File: config.mk
export PLATFORM = sky130hd
export DESIGN_NAME = bcd_countdown999_flat
export DESIGN_NICKNAME = d
export VERILOG_FILES = /design/src/rtl/bcd_countdown999_if.sv /design/src/rtl/bcd_countdown999.sv /design/src/flat_wrapper.sv
export SDC_FILE = /design/constraint.sdc
export NUM_CORES = 1
export LEC_CHECK = 0
export BUFFER_PORTS_ARGS = -buffer_cell sky130_fd_sc_hd__buf_2
export CAP_MARGIN = 20
export CELL_PAD_IN_SITES_DETAIL_PLACEMENT = 2
export CELL_PAD_IN_SITES_GLOBAL_PLACEMENT = 2
export CORE_MARGIN = 2
export CORE_UTILIZATION = 31
export CTS_CLUSTER_DIAMETER = 40
export DETAILED_ROUTE_END_ITERATION = 8
export PLACE_DENSITY_LB_ADDON = 0.1
export SYNTH_ARGS = -nofsm -noshare
export SYNTH_HDL_FRONTEND = slang
export SYNTH_SLANG_ARGS = --single-unit
export TNS_END_PERCENT = 20
File: constraint.sdc
create_clock -name clk -period 2.2 [get_ports clk]
set_clock_uncertainty 0.05 [all_clocks]
set_input_delay 0.22 -clock clk [delete_from_list [all_inputs] [get_ports clk]]
set_output_delay 0.22 -clock clk [all_outputs]
set_load 0.01 [all_outputs]
File: src/rtl/bcd_countdown999_if.sv
// Control and digit-output bundle of the three-digit BCD down-counter.
// The controller drives load/start/stop; the counter returns the
// digits and the status pulses.
interface bcd_countdown999_if;
    logic        load;
    logic [11:0] load_val;
    logic        start;
    logic        stop;
    logic [3:0]  q1;
    logic [3:0]  q2;
    logic [3:0]  q3;
    logic        busy;
    logic        done;
    logic        err;

    modport master (
        output load, load_val, start, stop,
        input  q1, q2, q3, busy, done, err
    );

    modport slave (
        input  load, load_val, start, stop,
        output q1, q2, q3, busy, done, err
    );
endinterface

File: src/rtl/bcd_countdown999.sv
// Three-digit BCD down-counter (999..000) with parallel load, start/stop,
// tick prescaler and optional auto-reload. q1 = units, q2 = tens,
// q3 = hundreds. done pulses on the cycle the count reads 000; err pulses
// when a load is rejected for carrying a non-BCD digit.
module bcd_countdown999 #(
    parameter int TICK_DIV    = 1,
    parameter int AUTO_RELOAD = 0
) (
    input  logic                clk,
    input  logic                rst,
    bcd_countdown999_if.slave   bus
);
    typedef enum logic [1:0] {IDLE, RUN, PAUSED, DONE} state_t;

    localparam logic [15:0] PRESC_MAX = 16'(TICK_DIV - 1);
    localparam bit          RELOAD_EN = (AUTO_RELOAD != 0);

    state_t      state_q;
    logic [11:0] cnt_q;
    logic [11:0] reload_q;
    logic [15:0] presc_q;
    logic        busy_q;
    logic        done_q;
    logic        err_q;

    logic [2:0]  digit_ok;
    logic        load_ok;
    logic [11:0] cnt_dec;

    // A load is only accepted when every nibble is a legal BCD digit.
    generate
        for (genvar gi = 0; gi < 3; gi++) begin : g_digit_chk
            assign digit_ok[gi] = (bus.load_val[gi*4 +: 4] <= 4'd9);
        end
    endgenerate
    assign load_ok = &digit_ok;

    // BCD decrement with borrow ripple; only used when the count is non-zero,
    // so the hundreds digit never underflows.
    always_comb begin
        cnt_dec = cnt_q;
        if (cnt_q[3:0] != 4'd0) begin
            cnt_dec[3:0] = cnt_q[3:0] - 4'd1;
        end else begin
            cnt_dec[3:0] = 4'd9;
            if (cnt_q[7:4] != 4'd0) begin
                cnt_dec[7:4] = cnt_q[7:4] - 4'd1;
            end else begin
                cnt_dec[7:4]  = 4'd9;
                cnt_dec[11:8] = cnt_q[11:8] - 4'd1;
            end
        end
    end

    // Control FSM: priority rst > load > stop > start > tick.
    always_ff @(posedge clk) begin
        if (rst) begin
            state_q  <= IDLE;
            cnt_q    <= '0;
            reload_q <= '0;
            presc_q  <= '0;
            busy_q   <= 1'b0;
            done_q   <= 1'b0;
            err_q    <= 1'b0;
        end else begin
            done_q <= 1'b0;
            err_q  <= 1'b0;
            if (bus.load) begin
                // A rejected load leaves everything untouched and swallows
                // any start/stop/tick in the same cycle.
                if (load_ok) begin
                    cnt_q    <= bus.load_val;
                    reload_q <= bus.load_val;
                    presc_q  <= '0;
                    state_q  <= IDLE;
                    busy_q   <= 1'b0;
                end else begin
                    err_q <= 1'b1;
                end
            end else if (bus.stop) begin
                if (state_q == RUN) begin
                    state_q <= PAUSED;
                    busy_q  <= 1'b0;
                end
            end else if (bus.start && (state_q != RUN)) begin
                case (state_q)
                    IDLE: begin
                        if (cnt_q != 12'd0) begin
                            state_q <= RUN;
                            busy_q  <= 1'b1;
                            presc_q <= '0;
                        end else begin
                            state_q <= DONE;
                            done_q  <= 1'b1;
                        end
                    end
                    PAUSED: begin
                        // Resume keeps the prescaler phase.
                        state_q <= RUN;
                        busy_q  <= 1'b1;
                    end
                    default: begin
                        cnt_q <= reload_q;
                        if (reload_q != 12'd0) begin
                            state_q <= RUN;
                            busy_q  <= 1'b1;
                            presc_q <= '0;
                        end else begin
                            done_q <= 1'b1;
                        end
                    end
                endcase
            end else if (state_q == RUN) begin
                if (presc_q == PRESC_MAX) begin
                    presc_q <= '0;
                    if (cnt_q == 12'd0) begin
                        // Only reachable with auto-reload: this tick restarts
                        // the count instead of decrementing.
                        if (RELOAD_EN && (reload_q != 12'd0)) begin
                            cnt_q <= reload_q;
                        end else begin
                            state_q <= DONE;
                            busy_q  <= 1'b0;
                        end
                    end else begin
                        cnt_q <= cnt_dec;
                        if (cnt_dec == 12'd0) begin
                            done_q <= 1'b1;
                            if (!RELOAD_EN || (reload_q == 12'd0)) begin
                                state_q <= DONE;
                                busy_q  <= 1'b0;
                            end
                        end
                    end
                end else begin
                    presc_q <= presc_q + 16'd1;
                end
            end
        end
    end

    assign bus.q1   = cnt_q[3:0];
    assign bus.q2   = cnt_q[7:4];
    assign bus.q3   = cnt_q[11:8];
    assign bus.busy = busy_q;
    assign bus.done = done_q;
    assign bus.err  = err_q;
endmodule
File: src/flat_wrapper.sv
// flat-port wrapper written by rule: the top's interface ports become plain ports
module bcd_countdown999_flat 
#(
    parameter int TICK_DIV    = 1,
    parameter int AUTO_RELOAD = 0
)
  (clk, rst, bus_load, bus_load_val, bus_start, bus_stop, bus_q1, bus_q2, bus_q3, bus_busy, bus_done, bus_err);
  bcd_countdown999_if bus_i ();
  input  logic clk;
  input  logic rst;
  input wire logic [$bits(bus_i.load)-1:0] bus_load;
  input wire logic [$bits(bus_i.load_val)-1:0] bus_load_val;
  input wire logic [$bits(bus_i.start)-1:0] bus_start;
  input wire logic [$bits(bus_i.stop)-1:0] bus_stop;
  output wire logic [$bits(bus_i.q1)-1:0] bus_q1;
  output wire logic [$bits(bus_i.q2)-1:0] bus_q2;
  output wire logic [$bits(bus_i.q3)-1:0] bus_q3;
  output wire logic [$bits(bus_i.busy)-1:0] bus_busy;
  output wire logic [$bits(bus_i.done)-1:0] bus_done;
  output wire logic [$bits(bus_i.err)-1:0] bus_err;
  assign bus_i.load = bus_load;
  assign bus_i.load_val = bus_load_val;
  assign bus_i.start = bus_start;
  assign bus_i.stop = bus_stop;
  assign bus_q1 = bus_i.q1;
  assign bus_q2 = bus_i.q2;
  assign bus_q3 = bus_i.q3;
  assign bus_busy = bus_i.busy;
  assign bus_done = bus_i.done;
  assign bus_err = bus_i.err;
  bcd_countdown999 #(.TICK_DIV(TICK_DIV), .AUTO_RELOAD(AUTO_RELOAD)) u_core (.clk(clk), .rst(rst), .bus(bus_i));
endmodule
==> summary.txt, run 1 <==
Outcome -> finished clean
Critical path type -> reg2reg
Placed cell count -> 500
CP required -> 2350 ps
Hold Path Class -> in2reg
Std cell rows -> 34
Register area share after synthesis -> 32.86%
DRC Markers -> 0
Most common cell after layout, fill and taps aside -> buf_4
CTS Hold Buffers Added -> 0
Max Cap Viol -> 0
DR WL/cell -> 19.60 µm
Main synth FF type -> dfxtp_1
Ratio of cells with drive above 1 in the final layout -> 28.43%
Final Max Slew Viols -> 0
Die area -> 9612 µm²
Initial antenna violation count -> 0
Clock Tree Buf Depth -> 2
Crit path arrival time -> 2310 ps
Crit-path max cell delay -> 550 ps
Fmax -> 462.5 MHz
TritonCTS Buffers -> 5
Io pins -> 32
Critical path fanouts, max -> 3
WL final -> 9.975 mm
Async set or reset register ratio after synthesis -> 0%
Fin crit period -> 2162 ps
Grt total ovfl -> 0
Fin crit share -> 98.29%
Slew @ Worst Pin -> 584.6 ps
Reg clk slew, reported paths -> 90 ps
CP Launch Type -> flop
Vias in the first global route -> 3111
Sequential cell area -> 902.1 µm²
Distinct cells, synth -> 58
Layout Nets -> 421
Final cell count without fillers -> 509
Syn_nets -> 357
Pre-Repair DR Iteration Count -> 4
Ant diodes -> 0
Total GRT Usage -> 21.31%
First-pass GRT wire length -> 16.48 mm
Detailed-placement wirelength estimate -> 7.590 mm
Largest net degree at the start of global routing -> 28
IO Port Bufs -> 31
Leak -> 1.354 nW
Post-Synthesis Cells -> 336
DR vias/cell -> 5.627
Vias after detailed routing -> 2864
Worst IR Drop VDD -> 0.2382 mV
Worst skew pair latency -> 300 ps
Final worst slack -> 37.69 ps
Netlist Area Pre-Place -> 2741 µm²
Max_slew headroom -> 61.03%
Final setup TNS -> 0 ps
CP Cell Sequence -> or4_4 -> or3_4 -> o22a_1 -> o21ai_2 -> a211oi_1 -> a41o_1
Root Buffer -> clkbuf_8
H-Tree Level Count -> 2
Most frequent cells in the layout -> 45 x buf_4, 44 x dfxtp_1, 43 x nor2_1
RePlAce Congestion -> 0.8073
Place WS -> 45.01 ps
EDFF count, synth -> 0
Final Hold Vio Count -> 0
Register bit total from synthesis -> 45
Worst setup EP type -> flop
RSZ-0062 raised after global routing -> true
Worst path slowest cell -> or4_4
Pwr dens -> 649.9 nW/µm²
Core area -> 8636 µm²
P&R area growth vs syn -> 26.33%
DRT iter0 DRCs -> 55
Antenna Nets Post-Route -> 0
Fillers -> 1001
Synth Area per Inst -> 8.159 µm²
Initial Util -> 31.74%
Multi-input logic area -> 1739 µm²
CTS sink cnt -> 45
Die X -> 98.04 µm
Yosys Warn Count -> 0
Die Span Y -> 98.04 µm
Final setup violation count -> 0
CTS tree -> yes
[metrics by stage]
step | power [W] | hold WS (ps) | util [%] | instance area (µm²)
after floorplan | 0.001287 | 246.0 | - | 2741
after global placement | 0.001542 | 408.3 | 38.03 | 3284
after detailed placement | 0.001559 | 420.8 | 38.03 | 3284
after CTS | 0.002258 | 97.32 | 39.48 | 3410
after global routing | 0.002370 | 106.1 | 40.10 | 3463
final | 0.002251 | 119.4 | 40.10 | 3463
[worst max-delay path, delay by kind of cell, from the launching register on]
| family | cells | cell delay (ps) |
|---|---|---|
| and+or+nand+nor | 2 | 940 |
| DFF | 1 | 330 |
| AOI/OAI and AO/OA | 4 | 760 |
[final cells by class]
class	instances	area share (%)
tap	108	3.902
timing repair buffer	78	15.39
clock buffer	7	2.493
inverter	10	1.084
clock inverter	1	0.8671
multi-input combinational	260	50.22
sequential	45	26.05
[cell families after synthesis]
family | count (synthesis) | synth area share (%)
adder cells (fa/ha/maj) | 4 | 1.826
XOR/XNOR | 3 | 0.9586
flip-flops | 45 | 32.86
AO/OA/AOI/OAI | 95 | 27.20
multiplexers | 14 | 5.157
AND/OR/NAND/NOR | 144 | 26.34
buffers and inverters | 31 | 5.660
[final timing paths]
path | from | endpoint | slack [ps] | cells past startpoint
worst min-delay path | bus_stop | u_core.bus.done$_SDFF_PP0_ | 120 | 2
worst max register to register | u_core.cnt_q[2]$_SDFFE_PP0P_ | u_core.state_q[1]$_SDFFE_PP0P_ | 40 | 6
worst max-delay path | u_core.cnt_q[2]$_SDFFE_PP0P_ | u_core.state_q[1]$_SDFFE_PP0P_ | 40 | 6
worst min register to register | u_core.bus.busy$_SDFFE_PP0P_ | u_core.bus.busy$_SDFFE_PP0P_ | 430 | 2
[per-layer routing]
layer	global-route usage [%]	vias up	routed length [µm]
li1	-	1395	-
met2	38.78	34	5065
met3	2.792	15	205
met5	0	-	0
met4	5.449	0	199
met1	26.46	1420	4505
[what timing repair did]
action | 4_1_cts | 5_1_grt
pin swaps | 1 | 6
buffers inserted | 0 | 1
cloned | 0 | 0
resized for setup | 2 | 10
setup endpoints to repair | 1 | 23
[registers in the layout (all words and copies together), names as in the netlist]
register and cells:
u_core.bus.busy 1, u_core.bus.done 1, u_core.state_q 2, u_core.cnt_q 12, u_core.presc_q 16, u_core.reload_q 12, u_core.bus.err 1
[cells in the mapped netlist, drive strengths merged, types with 3 or more instances]
library cell,count,area [µm²]
a211oi,11,92.58
a21oi,19,95.09
a311o,3,30.03
a311oi,15,168.9
a41oi,4,35.03
and2,4,25.02
and3,3,18.77
buf,5,37.53
clkbuf,16,80.08
dfxtp,45,900.9
ha,4,50.05
inv,10,37.54
mux2i,13,130.1
nand2,30,112.6
nand2b,3,18.77
nand3,17,85.08
nand4,10,62.56
nor2,43,161.4
nor3,12,65.06
nor4,6,52.55
o21ai,19,98.85
or3,3,18.77
or4,4,30.03
[power breakdown]
part	switching (W)	total [W]	internal [W]	leakage, nW
clock network	0.000304	0.000675	0.000371	0.0585
logic	0.000394	0.000694	0.000301	0.929
registers	0.0000320	0.000882	0.000850	0.366
total	0.000729	0.00225	0.00152	1.35
Note: power is estimated with default switching activity, not from simulation.
==> inputs of run 2 (changes only) <==
- CORE_MARGIN: 2 -> 4
- CORE_UTILIZATION: 31 -> 36
- CTS_BUF_LIST: default -> sky130_fd_sc_hd__clkbuf_8
- clock period: 2.2 -> 2.4 ns (I/O delays scaled with it)
==> run 2 against run 1 <==
Against the previous run:
- flip-flop and latch count unchanged
- worst setup slack improved by 120 ps
- die area decreased by 5.6%
- sequential share of layout area increased by 2.0 points
- cell area decreased by 7.1%
- sequential power decreased by 7.7%
- final cell count decreased by 5.9%
- register-to-register slack improved by 120 ps
- worst hold slack got worse by 14 ps
- critical path depth decreased by 1
- fmax decreased by 3.6%
- largest power group unchanged
==> summary.txt, run 2 (synthesis gave the netlist of run 1 again) <==
Outcome -> finished clean
Vias in the first global route -> 3095
Largest net degree at the start of global routing -> 29
Sequential Power Share -> 42.0%
Most frequent cells in the layout -> 44 x dfxtp_1, 43 x nor2_1, 31 x buf_2
Crit-path max cell delay -> 680 ps
Final setup TNS -> 0 ps
Total GRT Usage -> 23.29%
RSZ-0062 raised after global routing -> true
Io pins -> 32
Most common cell after layout, fill and taps aside -> dfxtp_1
Worst path slowest cell -> or4_1
CTS Hold Buffers Added -> 0
DR WL/cell -> 20.70 µm
Initial antenna violation count -> 0
Pwr dens -> 601.4 nW/µm²
Top reg by flops -> u_core.presc_q
Vias after detailed routing -> 2895
Post-CTS Setup Inserts -> 0
Fmax -> 445.7 MHz
Die area -> 9075 µm²
P&R area growth vs syn -> 17.39%
Crit-path most repeated cell -> or4_1
DR vias/cell -> 6.044
Clock Tree Buf Depth -> 2
CP Cell Sequence -> or4_1 -> or4_1 -> a311oi_1 -> a211oi_1 -> nor3_1
Crit path arrival time -> 2430 ps
Sw Ratio -> 34.44%
Slew @ Worst Pin -> 897.9 ps
Std cell rows -> 31
Fin crit share -> 93.48%
CTS tree -> yes
Clk pwr share -> 28.7%
Initial Util -> 37.40%
Worst setup EP type -> flop
Placed Area -> 3110 µm²
Final Max Slew Viols -> 0
Max_slew headroom -> 40.05%
Multi-input logic area -> 1690 µm²
Fillers -> 862
Place WS -> 135.5 ps
H-Tree Level Count -> 2
Max Cap Viol -> 0
P_int -> 0.001269 W
WL final -> 9.916 mm
RePlAce Congestion -> 0.8410
Sequential cell area -> 902.1 µm²
Die X -> 95.27 µm
IO Port Bufs -> 31
First-pass GRT wire length -> 16.30 mm
Critical path fanouts, max -> 7
Fin crit period -> 2244 ps
Grt total ovfl -> 0
DRC Markers -> 0
Die Span Y -> 95.27 µm
Detailed-placement wirelength estimate -> 7.278 mm
Final worst slack -> 156.4 ps
Worst skew pair latency -> 320 ps
Hold WS -> 105.8 ps
Core area -> 7331 µm²
CP Launch Type -> flop
Reg clk slew, reported paths -> 100 ps
Critical path type -> reg2reg
Ratio of cells with drive above 1 in the final layout -> 22.11%
Final Cell Area -> 3218 µm²
Comb power frac -> 29.3%
Final setup violation count -> 0
Final Hold Vio Count -> 0
Max FFs per register -> 16
Biggest regs -> u_core.presc_q: 16 flops, u_core.cnt_q: 12 flops, u_core.reload_q: 12 flops
Leak -> 1.238 nW
Ant diodes -> 0
Hold Path Class -> in2reg
CP required -> 2580 ps
Root Buffer -> clkbuf_8
Antenna Nets Post-Route -> 0
Worst IR Drop VDD -> 0.2232 mV
CTS sink cnt -> 45
Layout Nets -> 400
Net Sw Power -> 0.0006666 W
Pre-Repair DR Iteration Count -> 4
TritonCTS Buffers -> 5
DRT iter0 DRCs -> 109
-- run 2: cell count changes in the layout (fill, tap and decap cells not counted), moves of 2 or more --
cell      delta
a311oi_1     +3
buf_4       -20
or4_1        +2
a311oi_2     -3
or4_4        -2
-- run 2: timing repair --
action                     in CTS  in global routing
resized for setup               0                  2
setup endpoints to repair       0                  9
hold endpoints to repair        0                  0
-- run 2: metal layers --
metal  up-vias  wire [µm]  part of all wire (%)  global-route usage, %
li1       1366          -                     -                      -
met1      1475       4712                    48                  30.20
met2        39       4729                    48                  40.06
met3        15        288                   2.9                  3.473
met4         0        184                   1.9                  6.370
met5         -          0                     0                      0
-- run 2: worst paths after layout --
check	from	end	slack [ps]	cells after the start
setup / recovery	u_core.cnt_q[1]$_SDFFE_PP0P_	u_core.cnt_q[5]$_SDFFE_PP0P_	160	5
setup reg to reg	u_core.cnt_q[1]$_SDFFE_PP0P_	u_core.cnt_q[5]$_SDFFE_PP0P_	160	5
hold reg to reg	u_core.bus.busy$_SDFFE_PP0P_	u_core.bus.busy$_SDFFE_PP0P_	430	2
hold / removal	bus_stop	u_core.bus.done$_SDFF_PP0_	110	2
-- run 2: final cells by class --
cell class | count | area share (%)
flip-flops and latches | 45 | 28.03
multi-input cells | 260 | 52.53
inverters | 10 | 1.166
repair buffers | 57 | 11.28
clock inverters | 1 | 0.1555
well taps | 99 | 3.849
clock buffers | 7 | 2.994
-- run 2: through the flow --
stage	total power [W]	std cells	utilization, %
after floorplan	0.001180	336	-
after global placement	0.001374	471	42.43
after detailed placement	0.001389	471	42.43
after CTS	0.001943	479	43.81
after global routing	0.002049	479	43.90
final	0.001935	479	43.90
-- run 2: worst max-delay path, delay by kind of cell, from the launching register on --
family,cells,cell delay (ps)
flip-flops,1,390
AND/OR/NAND/NOR,3,1370
AO/OA/AOI/OAI,2,360
-- run 2: power by group through the flow --
stage | Combinational (W) | Clock, W | Sequential [W]
final | 0.000567 | 0.000555 | 0.000814
after global routing | 0.000625 | 0.000604 | 0.000819
after global placement | 0.000546 | 0 | 0.000828
after detailed placement | 0.000558 | 0 | 0.000830
after floorplan | 0.000337 | 0 | 0.000842
after CTS | 0.000566 | 0.000565 | 0.000813
==> inputs of run 3 (changes only) <==
- BUFFER_PORTS_ARGS: -buffer_cell sky130_fd_sc_hd__buf_2 -> default
- CORE_UTILIZATION: 36 -> 39
- DONT_BUFFER_PORTS: default -> 1
==> run 3 against run 2 <==
Against the previous run:
- non-clock buffer count down 25
- worst setup slack worse by 46 ps
- total power down 5.8%
- sequential power down 0.6%
- final cell count down 5.8%
- largest cell class unchanged
==> summary.txt, run 3 (synthesis gave the netlist of run 1 again) <==
Final Hold Vio Count -> 0
Comb power frac -> 29.4%
Final Max Slew Viols -> 0
Outcome -> finished clean
Hold depth -> 2
Clk pwr share -> 26.2%
Std cell rows -> 30
Ant diodes -> 0
Biggest regs -> u_core.presc_q: 16 flops, u_core.cnt_q: 12 flops, u_core.reload_q: 12 flops
Detailed-placement wirelength estimate -> 6.711 mm
Pwr dens -> 585.5 nW/µm²
Final Core Density -> 45.86%
Hold_sp -> bus_load_val[2]
First-pass GRT wire length -> 15.70 mm
CP Launch Type -> flop
Vias in the first global route -> 2913
RePlAce Congestion -> 0.8336
Top reg by flops -> u_core.presc_q
CTS sink cnt -> 45
CP required -> 2550 ps
Total GRT Usage -> 23.11%
Die area -> 8435 µm²
Reg clk slew, reported paths -> 90 ps
Max_slew headroom -> 58.43%
Core area -> 6794 µm²
Highest metal used -> met4
DR WL/cell -> 20.95 µm
Die Span Y -> 91.84 µm
Slew @ Worst Pin -> 622.1 ps
Fin crit share -> 95.41%
WL final -> 9.449 mm
Net Sw Power -> 0.0006313 W
Antenna Nets Post-Route -> 0
Most frequent cells in the layout -> 45 x dfxtp_1, 43 x nor2_1, 30 x nand2_1
R2r startpoint -> u_core.cnt_q[2]$_SDFFE_PP0P_
Max Cap Viol -> 0
Hold Path Class -> in2reg
Worst setup EP type -> flop
Largest net degree at the start of global routing -> 42
Grt total ovfl -> 0
Layout Nets -> 375
Fillers -> 788
DR vias/cell -> 6.064
WL met2 -> 4.474 mm
Multi-input logic area -> 1704 µm²
P&R area growth vs syn -> 13.65%
DRT met1 WL -> 4.539 mm
Sw Ratio -> 34.61%
Clock Tree Buf Depth -> 2
IO Port Bufs -> 0
Pre-Repair DR Iteration Count -> 4
TritonCTS Buffers -> 5
Io pins -> 32
Max FFs per register -> 16
Die X -> 91.84 µm
Leak -> 1.129 nW
Critical path type -> reg2reg
Sequential cell area -> 900.9 µm²
Worst skew pair latency -> 310 ps
Initial Util -> 40.35%
DRC Markers -> 0
Root Buffer -> clkbuf_8
Hold WS -> 25.11 ps
CTS tree -> yes
Crit path arrival time -> 2440 ps
Sequential Power Share -> 44.4%
Fin crit period -> 2290 ps
FF-to-FF path depth -> 6
Met3 wire len -> 344 µm
Initial antenna violation count -> 0
Reg-to-Reg End -> u_core.bus.done$_SDFF_PP0_
Critical path fanouts, max -> 3
Fmax -> 436.7 MHz
Vias after detailed routing -> 2735
H-Tree Level Count -> 2
DRT iter0 DRCs -> 116
Final setup violation count -> 0
P_int -> 0.001193 W
Ratio of cells with drive above 1 in the final layout -> 15.77%
Worst IR Drop VDD -> 0.2532 mV
Most common cell after layout, fill and taps aside -> dfxtp_1
R2R Setup Slk -> 110 ps
Hold endpoint -> u_core.reload_q[2]$_SDFFE_PP0P_
run 3: power by group through the flow:
| stage | sequential (W) | clock [W] | combinational [W] |
|---|---|---|---|
| 3_5_place_dp | 0.000826 | 0 | 0.000503 |
| 4_1_cts | 0.000809 | 0.000490 | 0.000528 |
| 2_1_floorplan | 0.000842 | 0 | 0.000337 |
| 6_report | 0.000809 | 0.000478 | 0.000536 |
| 5_1_grt | 0.000816 | 0.000525 | 0.000591 |
| 3_3_place_gp | 0.000824 | 0 | 0.000491 |
run 3: worst max-delay path by stage:
stage                            startpoint                             end  slack [ps]  cells after the start
2_1_floorplan  u_core.cnt_q[2]$_SDFFE_PP0P_  u_core.state_q[1]$_SDFFE_PP0P_         280                      6
3_3_place_gp   u_core.cnt_q[2]$_SDFFE_PP0P_  u_core.state_q[1]$_SDFFE_PP0P_         240                      6
3_5_place_dp   u_core.cnt_q[9]$_SDFFE_PP0P_  u_core.presc_q[6]$_SDFFE_PP0P_         140                      8
4_1_cts        u_core.cnt_q[9]$_SDFFE_PP0P_  u_core.presc_q[6]$_SDFFE_PP0P_         130                      8
5_1_grt        u_core.cnt_q[0]$_SDFFE_PP0P_      u_core.bus.done$_SDFF_PP0_          -3                      6
6_report       u_core.cnt_q[2]$_SDFFE_PP0P_      u_core.bus.done$_SDFF_PP0_         110                      6
run 3: layout make-up:
class | count | share of cell area (%)
clock buffers | 5 | 2.209
clock inverters | 3 | 0.4418
inverters | 10 | 1.205
multi-input cells | 260 | 54.70
flip-flops and latches | 45 | 28.92
well taps | 96 | 3.855
repair buffers | 32 | 8.675
run 3: metrics by stage:
stage               setup TNS, ps  area (µm²)  worst slack [ps]  power [W]  cells
global placement                0        2974             235.7   0.001314    440
floorplan                       0        2741             276.9   0.001180    336
CTS                             0        3097             125.4   0.001826    451
finish                          0        3115             110.1   0.001824    451
global route               -2.588        3115            -2.588   0.001933    451
detailed placement              0        2974             140.9   0.001330    440
run 3: critical path, cell delays in order, from the launching register on:
cell and delay (ps):
dfxtp_1 340, or4_1 580, or3_1 400, o22a_1 260
nor2_1 140, nand2_1 110, a2111oi_2 310
run 3: metal layers:
| metal | track usage [%] | vias to the layer above |
|---|---|---|
| met5 | 0 | - |
| met4 | 5.322 | 0 |
| met1 | 30.99 | 1378 |
| met2 | 37.96 | 42 |
| li1 | - | 1307 |
| met3 | 4.922 | 8 |
run 3: repair_timing:
action,CTS,global route
buffers inserted,0,0
hold buffers,3,0
resized for setup,0,3
endpoints found under the hold margin,41,0
endpoints found under the setup margin,0,7
